**config.mk**
```make
export PLATFORM = sky130hd
export DESIGN_NAME = rgb_mem_arbiter_flat
export DESIGN_NICKNAME = d
export VERILOG_FILES = /design/src/rtl/rgb_mem_pkg.sv /design/src/rtl/rgb_mem_arbiter_if.sv /design/src/rtl/rgb_read_capture.sv /design/src/rtl/rgb_mem_arbiter.sv /design/src/flat_wrapper.sv
export SDC_FILE = /design/constraint.sdc
export NUM_CORES = 1
export LEC_CHECK = 0
export CORE_MARGIN = 2
export CORE_UTILIZATION = 60
export CTS_CLUSTER_SIZE = 25
export DETAILED_ROUTE_END_ITERATION = 6
export DONT_BUFFER_PORTS = 1
export PLACE_DENSITY_LB_ADDON = 0.25
export SLEW_MARGIN = 20
export SYNTH_ARGS = -nofsm -noshare
export SYNTH_HDL_FRONTEND = slang
export SYNTH_SLANG_ARGS = --single-unit
export TNS_END_PERCENT = 100
```
**constraint.sdc**
```tcl
create_clock -name clk -period 5.56 [get_ports clk]
set_input_delay 1.112 -clock clk [delete_from_list [all_inputs] [get_ports clk]]
set_output_delay 1.112 -clock clk [all_outputs]
set_load 0.03 [all_outputs]
```
**src/rtl/rgb_mem_pkg.sv**
```systemverilog
// Shared types and constants for the RGB pixel memory arbiter.
package rgb_mem_pkg;

   localparam logic [1:0] PLANE_R    = 2'b00;
   localparam logic [1:0] PLANE_G    = 2'b01;
   localparam logic [1:0] PLANE_B    = 2'b10;
   localparam logic [1:0] PLANE_NONE = 2'b11;

   typedef enum logic [2:0] {
      StIdle,
      StCpuAcc,
      StCpuWait,
      StVidIssue,
      StVidDrain
   } state_t;

   typedef enum logic {
      GRANT_CPU,
      GRANT_VID
   } grant_t;

   typedef struct packed {
      logic       valid;
      grant_t     dest;
      logic [1:0] plane;
   } tag_t;

endpackage

```
**src/rtl/rgb_mem_arbiter_if.sv**
```systemverilog
// Bus bundle between the RGB memory arbiter, its two requesters and the pixel memory.
interface rgb_mem_arbiter_if #(
   parameter int unsigned ADDR_W = 16,
   parameter int unsigned DATA_W = 8
);
   logic                cpu_req;
   logic                cpu_we;
   logic [1:0]          cpu_rgb;
   logic [ADDR_W-1:0]   cpu_addr;
   logic [DATA_W-1:0]   cpu_wdata;
   logic [DATA_W-1:0]   cpu_rdata;
   logic                cpu_done;
   logic                cpu_err;
   logic                cpu_stall;
   logic                vid_req;
   logic [ADDR_W-1:0]   vid_addr;
   logic [3*DATA_W-1:0] vid_rdata;
   logic                vid_valid;
   logic                mem_en;
   logic                mem_we;
   logic [1:0]          mem_plane;
   logic [ADDR_W-1:0]   mem_addr;
   logic [DATA_W-1:0]   mem_wdata;
   logic [DATA_W-1:0]   mem_rdata;

   // Requesters and memory side
   modport master (
      output cpu_req, cpu_we, cpu_rgb, cpu_addr, cpu_wdata, vid_req, vid_addr, mem_rdata,
      input  cpu_rdata, cpu_done, cpu_err, cpu_stall, vid_rdata, vid_valid,
      input  mem_en, mem_we, mem_plane, mem_addr, mem_wdata
   );

   // Arbiter side
   modport slave (
      input  cpu_req, cpu_we, cpu_rgb, cpu_addr, cpu_wdata, vid_req, vid_addr, mem_rdata,
      output cpu_rdata, cpu_done, cpu_err, cpu_stall, vid_rdata, vid_valid,
      output mem_en, mem_we, mem_plane, mem_addr, mem_wdata
   );

endinterface

```
**src/rtl/rgb_read_capture.sv**
```systemverilog
// Read-latency tag pipeline and result capture registers for CPU loads and video pixel fetches.
module rgb_read_capture
   import rgb_mem_pkg::*;
#(
   parameter int unsigned DATA_W  = 8,
   parameter int unsigned MEM_LAT = 2
) (
   input  logic                clk,
   input  logic                rst,
   input  tag_t                i_tag,
   input  logic [DATA_W-1:0]   i_mem_rdata,
   input  logic                i_cpu_clr,
   output logic                o_cpu_cap,
   output logic                o_vid_cap,
   output logic [DATA_W-1:0]   o_cpu_rdata,
   output logic [3*DATA_W-1:0] o_vid_rdata,
   output logic                o_vid_valid
);
   tag_t                r_tag [MEM_LAT];
   tag_t                w_tag_out;
   logic [DATA_W-1:0]   r_red;
   logic [DATA_W-1:0]   r_green;
   logic [DATA_W-1:0]   r_cpu_rdata;
   logic [3*DATA_W-1:0] r_vid_rdata;
   logic                r_vid_valid;
   logic                w_vid_hit;

   always_ff @(posedge clk or posedge rst) begin
      if (rst) begin
         for (int i = 0; i < MEM_LAT; i++) r_tag[i] <= '0;
      end else begin
         r_tag[0] <= i_tag;
         for (int i = 1; i < MEM_LAT; i++) r_tag[i] <= r_tag[i-1];
      end
   end

   // Tag at the tail lines up with the cycle its data is on mem_rdata.
   always_comb begin
      w_tag_out = r_tag[MEM_LAT-1];
      w_vid_hit = w_tag_out.valid && (w_tag_out.dest == GRANT_VID);
      o_cpu_cap = w_tag_out.valid && (w_tag_out.dest == GRANT_CPU);
      o_vid_cap = w_vid_hit && (w_tag_out.plane == PLANE_B);
   end

   always_ff @(posedge clk or posedge rst) begin
      if (rst) begin
         r_red       <= '0;
         r_green     <= '0;
         r_cpu_rdata <= '0;
         r_vid_rdata <= '0;
         r_vid_valid <= 1'b0;
      end else begin
         r_vid_valid <= o_vid_cap;
         if (i_cpu_clr) begin
            r_cpu_rdata <= '0;
         end else if (o_cpu_cap) begin
            r_cpu_rdata <= i_mem_rdata;
         end
         // R and G are staged so the visible pixel word changes only with vid_valid
         if (w_vid_hit) begin
            case (w_tag_out.plane)
               PLANE_R: r_red       <= i_mem_rdata;
               PLANE_G: r_green     <= i_mem_rdata;
               PLANE_B: r_vid_rdata <= {r_red, r_green, i_mem_rdata};
               default: ;
            endcase
         end
      end
   end

   assign o_cpu_rdata = r_cpu_rdata;
   assign o_vid_rdata = r_vid_rdata;
   assign o_vid_valid = r_vid_valid;

endmodule

```
**src/rtl/rgb_mem_arbiter.sv**
```systemverilog
// Serialises CPU plane accesses and three-plane video pixel fetches onto one single-port memory,
// alternating fairly when both requesters are pending.
module rgb_mem_arbiter
   import rgb_mem_pkg::*;
#(
   parameter int unsigned ADDR_W  = 16,
   parameter int unsigned DATA_W  = 8,
   parameter int unsigned MEM_LAT = 2
) (
   input logic              clk,
   input logic              rst,
   rgb_mem_arbiter_if.slave bus
);
   state_t            r_state;
   grant_t            r_last_grant;
   logic              r_mem_en;
   logic              r_mem_we;
   logic [1:0]        r_mem_plane;
   logic [ADDR_W-1:0] r_mem_addr;
   logic [DATA_W-1:0] r_mem_wdata;
   logic              r_cpu_done;
   logic              r_cpu_err;
   logic              w_grant_cpu;
   logic              w_grant_vid;
   logic              w_cpu_illegal;
   logic              w_cpu_cap;
   logic              w_vid_cap;
   tag_t              w_tag;

   always_comb begin
      w_grant_cpu   = (r_state == StIdle) && bus.cpu_req &&
                      (!bus.vid_req || (r_last_grant == GRANT_VID));
      w_grant_vid   = (r_state == StIdle) && bus.vid_req && !w_grant_cpu;
      w_cpu_illegal = w_grant_cpu && (bus.cpu_rgb == PLANE_NONE);
   end

   always_comb begin
      w_tag       = '0;
      w_tag.valid = r_mem_en && !r_mem_we;
      w_tag.dest  = (r_state == StVidIssue) ? GRANT_VID : GRANT_CPU;
      w_tag.plane = r_mem_plane;
   end

   always_ff @(posedge clk or posedge rst) begin
      if (rst) begin
         r_state      <= StIdle;
         r_last_grant <= GRANT_CPU;
         r_mem_en     <= 1'b0;
         r_mem_we     <= 1'b0;
         r_mem_plane  <= '0;
         r_mem_addr   <= '0;
         r_mem_wdata  <= '0;
         r_cpu_done   <= 1'b0;
         r_cpu_err    <= 1'b0;
      end else begin
         r_cpu_done <= 1'b0;
         r_cpu_err  <= 1'b0;
         unique case (r_state)
            StIdle: begin
               if (w_grant_cpu) begin
                  r_last_grant <= GRANT_CPU;
                  if (w_cpu_illegal) begin
                     r_cpu_done <= 1'b1;
                     r_cpu_err  <= 1'b1;
                  end else begin
                     r_state     <= StCpuAcc;
                     r_mem_en    <= 1'b1;
                     r_mem_we    <= bus.cpu_we;
                     r_mem_plane <= bus.cpu_rgb;
                     r_mem_addr  <= bus.cpu_addr;
                     r_mem_wdata <= bus.cpu_we ? bus.cpu_wdata : '0;
                  end
               end else if (w_grant_vid) begin
                  r_last_grant <= GRANT_VID;
                  r_state      <= StVidIssue;
                  r_mem_en     <= 1'b1;
                  r_mem_we     <= 1'b0;
                  r_mem_plane  <= PLANE_R;
                  r_mem_addr   <= bus.vid_addr;
                  r_mem_wdata  <= '0;
               end
            end
            StCpuAcc: begin
               r_mem_en    <= 1'b0;
               r_mem_we    <= 1'b0;
               r_mem_plane <= '0;
               r_mem_addr  <= '0;
               r_mem_wdata <= '0;
               if (r_mem_we) begin
                  r_state    <= StIdle;
                  r_cpu_done <= 1'b1;
               end else begin
                  r_state <= StCpuWait;
               end
            end
            StCpuWait: begin
               if (w_cpu_cap) begin
                  r_state    <= StIdle;
                  r_cpu_done <= 1'b1;
               end
            end
            StVidIssue: begin
               // mem_addr holds the latched pixel address across all three plane strobes
               if (r_mem_plane == PLANE_B) begin
                  r_state     <= StVidDrain;
                  r_mem_en    <= 1'b0;
                  r_mem_plane <= '0;
                  r_mem_addr  <= '0;
               end else begin
                  r_mem_plane <= r_mem_plane + 2'd1;
               end
            end
            StVidDrain: begin
               if (w_vid_cap) r_state <= StIdle;
            end
            default: r_state <= StIdle;
         endcase
      end
   end

   rgb_read_capture #(
      .DATA_W  (DATA_W),
      .MEM_LAT (MEM_LAT)
   ) u_capture (
      .clk         (clk),
      .rst         (rst),
      .i_tag       (w_tag),
      .i_mem_rdata (bus.mem_rdata),
      .i_cpu_clr   (w_cpu_illegal),
      .o_cpu_cap   (w_cpu_cap),
      .o_vid_cap   (w_vid_cap),
      .o_cpu_rdata (bus.cpu_rdata),
      .o_vid_rdata (bus.vid_rdata),
      .o_vid_valid (bus.vid_valid)
   );

   assign bus.mem_en    = r_mem_en;
   assign bus.mem_we    = r_mem_we;
   assign bus.mem_plane = r_mem_plane;
   assign bus.mem_addr  = r_mem_addr;
   assign bus.mem_wdata = r_mem_wdata;
   assign bus.cpu_done  = r_cpu_done;
   assign bus.cpu_err   = r_cpu_err;
   assign bus.cpu_stall = bus.cpu_req && !r_cpu_done && !rst;

endmodule

```
**src/flat_wrapper.sv**
```systemverilog
// flat-port wrapper written by rule: the top's interface ports become plain ports
module rgb_mem_arbiter_flat import rgb_mem_pkg::*;
#(
   parameter int unsigned ADDR_W  = 16,
   parameter int unsigned DATA_W  = 8,
   parameter int unsigned MEM_LAT = 2
)
  (clk, rst, bus_cpu_req, bus_cpu_we, bus_cpu_rgb, bus_cpu_addr, bus_cpu_wdata, bus_vid_req, bus_vid_addr, bus_mem_rdata, bus_cpu_rdata, bus_cpu_done, bus_cpu_err, bus_cpu_stall, bus_vid_rdata, bus_vid_valid, bus_mem_en, bus_mem_we, bus_mem_plane, bus_mem_addr, bus_mem_wdata);
  rgb_mem_arbiter_if #(.ADDR_W(ADDR_W), .DATA_W(DATA_W)) bus_i ();
  input logic clk;
  input logic rst;
  input wire logic [$bits(bus_i.cpu_req)-1:0] bus_cpu_req;
  input wire logic [$bits(bus_i.cpu_we)-1:0] bus_cpu_we;
  input wire logic [$bits(bus_i.cpu_rgb)-1:0] bus_cpu_rgb;
  input wire logic [$bits(bus_i.cpu_addr)-1:0] bus_cpu_addr;
  input wire logic [$bits(bus_i.cpu_wdata)-1:0] bus_cpu_wdata;
  input wire logic [$bits(bus_i.vid_req)-1:0] bus_vid_req;
  input wire logic [$bits(bus_i.vid_addr)-1:0] bus_vid_addr;
  input wire logic [$bits(bus_i.mem_rdata)-1:0] bus_mem_rdata;
  output wire logic [$bits(bus_i.cpu_rdata)-1:0] bus_cpu_rdata;
  output wire logic [$bits(bus_i.cpu_done)-1:0] bus_cpu_done;
  output wire logic [$bits(bus_i.cpu_err)-1:0] bus_cpu_err;
  output wire logic [$bits(bus_i.cpu_stall)-1:0] bus_cpu_stall;
  output wire logic [$bits(bus_i.vid_rdata)-1:0] bus_vid_rdata;
  output wire logic [$bits(bus_i.vid_valid)-1:0] bus_vid_valid;
  output wire logic [$bits(bus_i.mem_en)-1:0] bus_mem_en;
  output wire logic [$bits(bus_i.mem_we)-1:0] bus_mem_we;
  output wire logic [$bits(bus_i.mem_plane)-1:0] bus_mem_plane;
  output wire logic [$bits(bus_i.mem_addr)-1:0] bus_mem_addr;
  output wire logic [$bits(bus_i.mem_wdata)-1:0] bus_mem_wdata;
  assign bus_i.cpu_req = bus_cpu_req;
  assign bus_i.cpu_we = bus_cpu_we;
  assign bus_i.cpu_rgb = bus_cpu_rgb;
  assign bus_i.cpu_addr = bus_cpu_addr;
  assign bus_i.cpu_wdata = bus_cpu_wdata;
  assign bus_i.vid_req = bus_vid_req;
  assign bus_i.vid_addr = bus_vid_addr;
  assign bus_i.mem_rdata = bus_mem_rdata;
  assign bus_cpu_rdata = bus_i.cpu_rdata;
  assign bus_cpu_done = bus_i.cpu_done;
  assign bus_cpu_err = bus_i.cpu_err;
  assign bus_cpu_stall = bus_i.cpu_stall;
  assign bus_vid_rdata = bus_i.vid_rdata;
  assign bus_vid_valid = bus_i.vid_valid;
  assign bus_mem_en = bus_i.mem_en;
  assign bus_mem_we = bus_i.mem_we;
  assign bus_mem_plane = bus_i.mem_plane;
  assign bus_mem_addr = bus_i.mem_addr;
  assign bus_mem_wdata = bus_i.mem_wdata;
  rgb_mem_arbiter #(.ADDR_W(ADDR_W), .DATA_W(DATA_W), .MEM_LAT(MEM_LAT)) u_core (.clk(clk), .rst(rst), .bus(bus_i));
endmodule
```
Word-level counts from Yosys, hierarchy flattened
Cells that the tools add are included.
{"block": "classes", "addsub": 1, "n_eq_ne": 13, "mux": 42, "bitwise": 1, "n_reduce_logical": 31}
{"op": "$mux 16", "n": 4}
{"op": "$mux 8", "n": 6}
{"op": "$pmux 16 s3", "n": 1}
{"op": "$mux 3", "n": 6}
{"op": "$pmux 8 s2", "n": 1}
{"op": "$pmux 3 s5", "n": 1}
{"op": "$mux 1", "n": 14}
{"op": "$logic_and 1x1->1", "n": 11}
{"op": "$mux 2", "n": 5}
{"op": "$reduce_and 2->1", "n": 4}
{"op": "$eq 2x2->1 const B", "n": 3}
{"op": "$eq 3x2->1 const B", "n": 2}
{"op": "$ne 2x2->1 const B", "n": 3}
{"op": "$pmux 1 s3", "n": 2}
{"op": "$pmux 2 s3", "n": 1}
{"op": "$reduce_and 3->1", "n": 2}
{"op": "$reduce_bool 2->1", "n": 3}
{"op": "$logic_not 1->1", "n": 5}
{"op": "$reduce_and 5->1", "n": 1}
{"op": "$reduce_and 4->1", "n": 1}
{"op": "$eq 3x1->1 const B", "n": 1}
{"op": "$eq 3x3->1 const B", "n": 1}
{"op": "$logic_not 3->1", "n": 1}
{"op": "$ne 3x1->1 const B", "n": 1}
{"op": "8 further kinds", "n": 8}
{"block": "totals", "reg_bits": 91, "input_bits": 55, "output_inout_bits": 64, "wordCells": 108}

Longest topological paths before layout
{"block": "depth", "ltp_word": 8, "depth_mapped": 6, "ltp_nobuf": 4}

Cells and area by module
Synthesis repeated with hierarchy kept, for this count alone.
{"block": "hier_totals", "cells_unflattened": 282, "hier_area_um2": 3773.6}
{"mod": "rgb_read_capture", "instances": 1, "cells_per_inst": 133, "area_per_inst_um2": 2093.3, "seq_area_each_um2": 1426.4}
{"mod": "rgb_mem_arbiter", "instances": 1, "cells_per_inst": 149, "area_per_inst_um2": 1680.4, "seq_area_each_um2": 850.8}

Worst setup path after synthesis
OpenSTA, ideal clock, no wires.
{"block": "synth_path", "kind": "in2out", "start": "in bus_cpu_req", "end": "out bus_cpu_stall", "t_arrival_ps": 2035, "required_ps": 4448, "setup_slack_ps": 2413, "stages": 2, "n_path_buf": 1, "cell_sequence": "buf_2 > nor3b_1"}
{"block": "synth_between", "elab_chain_cells": 2}
{"element": "from (decl)", "line": "flat_wrapper.sv:12", "text": "input wire logic [$bits(bus_i.cpu_req)-1:0] bus_cpu_req;"}
{"element": "$logic_and 1x1->1 (2 in a row)", "line": "rgb_mem_arbiter.sv:144", "text": "assign bus.cpu_stall = bus.cpu_req && !r_cpu_done && !rst;"}
{"element": "to (decl)", "line": "flat_wrapper.sv:23", "text": "output wire logic [$bits(bus_i.cpu_stall)-1:0] bus_cpu_stall;"}
Every way passes these cells.

Worst setup path after layout
Same ends and word-level chain as after synthesis.

==> reports/summary.txt <==
Period utilisation layout - 0.534
Placed cells - 377
Top-count cell post-synth - nand2_1
# fillers - 470
Crit Path Class - in -> out
CORE AREA - 5920 um2
Crit-path leading delay family - simple AND/OR/NAND/NOR gates
Main area contributors after synthesis - dfrtp_1 62%, nand2_1 9.9%, mux2_2 5.2%
Multi-input gate area - 1270 um2
Gate power share - 0.210
Row cnt - 28
Critical path, cell by cell - nor3b_1
Flop2flop setup slack - 3.48 ns
Reg power frac - 0.598
Cell taking the most area after synthesis - dfrtp_1
P&R area growth vs syn - 6.15%
Synth Flop Type - dfrtp_1
Post-synth cell types - 37
FF-to-FF End - u_core.bus.mem_addr[5]
Hold wc startpoint - u_core.u_capture.r_tag[4]
Share of layout cells above drive strength 1 - 0.138
Max Clock Skew - 0.00786 ns
Total negative setup slack - 0 ns
Synth Instances - 315
Final setup violation count - 0
Finished Layout Cells - 393
Critical-path maximum fanout - 8
Status - completed
First-pass GRT wire length - 11500 um
Internal - 1.34 mW
Startpoint types - primary input
DIE WIDTH - 82.1 um
Hold_ws - 0.357 ns
Yosys top cell area share - 0.622
Reg-to-Reg Start - u_core.r_state[0]
RSZ-0062 raised after global routing - no
Initial Utilization - 0.619
Die ar. - 6740 um2
FF+latch count, synth - 91
Hold Path Depth - 0
DRT Pass-1 Iters - 4
Antenna Nets Post-Route - 0
Maximum clock path buffer count - 2
Die height - 82.1 um
HPWL Detailed - 4850 um
CTS tree - yes
CTS Root Cell - clkbuf_8
GRT Util Overall - 0.231
Power Density - 603 nW/um2
CTS sink count - 91
Post CTS Setup Buffer Count - 0
Highest Signal Layer - met4
Max Freq - 0.337 GHz
Boundary Pins - 119
Reg2reg path depth - 4
Total CTS buffers - 9
Routed WL - 7100 um
Final hold vios - 0
WL met3 - 525 um
Largest net degree at the start of global routing - 60
Worst path bufs/invs - 0
Hold Path End - u_core.u_capture.r_tag[0]
Number of synthesized flops with an enable pin - 0
Wirelength per Cell - 18.1 um
Synthesized Nets - 370
Sequential cell area - 2280 um2
Switching Fraction - 0.427
DRC violations left - 0
Synth warnings - 0
Worst path required time - 4.45 ns
Vias in the first global route - 2452
Final nets - 368
Psw - 1.00 mW
Slew Limit Headroom - 0.372
Initial antenna violation count - 0
Synthesized cell area - 3660 um2
Seq/Total Area, Yosys - 0.622
Worst stage delay on the critical path - 0.74 ns
Detailed-routing wirelength on met1 - 3020 um
Min Tclk post-route - 2.97 ns
Antenna cell count - 0
DR vias - 2293
Total congestion overflow - 0
WL met2 - 3470 um
Clk pwr share - 0.193
Worst setup EP type - output port
Worst EP arrival - 1.86 ns
Design Power - 2.34 mW
Syn avg cell area - 11.6 um2
Ys async rst share - 1.00
CP max-delay cell - nor3b_1
Placer's final routability congestion estimate - 0.768
Commonest cells in the synthesized netlist - 97 x nand2_1, 91 x dfrtp_1, 17 x mux2_2, 17 x mux2i_1, 16 x o2bb2ai_1
DR vias/cell - 5.83
CTS clk-pin slew, worst paths - 0.09 ns
Worst Tran Pin Value - 0.940 ns
Worst min path class - reg -> reg
Drt initial violations - 134
Clock latency at the later pin of the worst-skew pair - 0.36 ns
P_leak - 1.96 nW
Post_cts resized - 0
Maxcap violations - 0
Level count of the clock H-tree - 3
Maximum vdd drop - 0.316 mV
I/O Buffers - 0
Slew Limit Fails - 0
Post-CTS Hold Fix Bufs - 0
## layout make-up
class	instances	area share
repair buffers	2	0.00386
well taps	75	0.0241
inverters	7	0.00708
clock buffers	9	0.0319
flip-flops and latches	91	0.586
clock inverters	7	0.0193
multi-input cells	202	0.328
## flip-flops by register name, summed over array words and instances, names as in the netlist, 2 cells and up
name and cells:
u_core.bus.mem_addr 16, u_core.bus.mem_plane 2, u_core.bus.mem_wdata 8, u_core.r_state 3
u_core.u_capture.o_cpu_rdata 8, u_core.u_capture.o_vid_rdata 24, u_core.u_capture.r_green 8, u_core.u_capture.r_red 8
u_core.u_capture.r_tag 8
## per-stage QoR
| step | setup WS, ns | instance area [um2] | util |
|---|---|---|---|
| detailed placement | 2.59 | 3690 | 0.623 |
| CTS | 2.59 | 3890 | 0.657 |
| floorplan | 2.08 | 3660 | - |
| global placement | 2.58 | 3690 | 0.623 |
| global route | 2.59 | 3890 | 0.657 |
| finish | 2.59 | 3890 | 0.657 |
## worst max-delay path by stage
| stage | to | depth (start not counted) | start | slack, ns |
|---|---|---|---|---|
| 2_1_floorplan | u_core.bus.cpu_done | 1 | rst | 2.08 |
| 4_1_cts | bus_cpu_stall | 1 | bus_cpu_req | 2.59 |
| 3_3_place_gp | bus_cpu_stall | 1 | bus_cpu_req | 2.58 |
| 5_1_grt | bus_cpu_stall | 1 | bus_cpu_req | 2.59 |
| 3_5_place_dp | bus_cpu_stall | 1 | bus_cpu_req | 2.59 |
| 6_report | bus_cpu_stall | 1 | bus_cpu_req | 2.59 |
## routing by layer
metal	GRT usage	vias up
met5	0	-
met4	0.0817	0
met3	0.0663	10
met2	0.377	97
met1	0.297	1113
li1	-	1073
## layout by cell type, fill, tap and decap left out, types with 3 or more instances in the layout
master,count
nand2_1,97
nand3b_1,3
o2bb2ai_1,16
o21ai_0,3
nor2b_1,3
mux2i_1,17
clkbuf_8,9
inv_1,5
dfrtp_1,91
a21oi_1,10
clkinv_2,3
a22o_1,10
nor2_1,3
inv_6,3
mux2_2,17
## power by group through the flow
stage                     Clock [mW]  Sequential (mW)  Combinational [mW]
after CTS                      0.463             1.40               0.497
after floorplan                    0             1.33               0.477
after global placement             0             1.41               0.476
after global routing           0.488             1.44               0.558
after detailed placement           0             1.41               0.498
final                          0.451             1.40               0.491
## logic make-up (layout without fill, tap and decap cells)
kind of cell / count (synthesis) / after routing / share of synthesized area
buffers and inverters: 22 / 25 / 0.0301
AOI/OAI and AO/OA: 50 / 50 / 0.107
DFF: 91 / 91 / 0.622
muxes: 34 / 34 / 0.0987
and+or+nand+nor: 118 / 118 / 0.142
(Power assumes the default switching activity.)
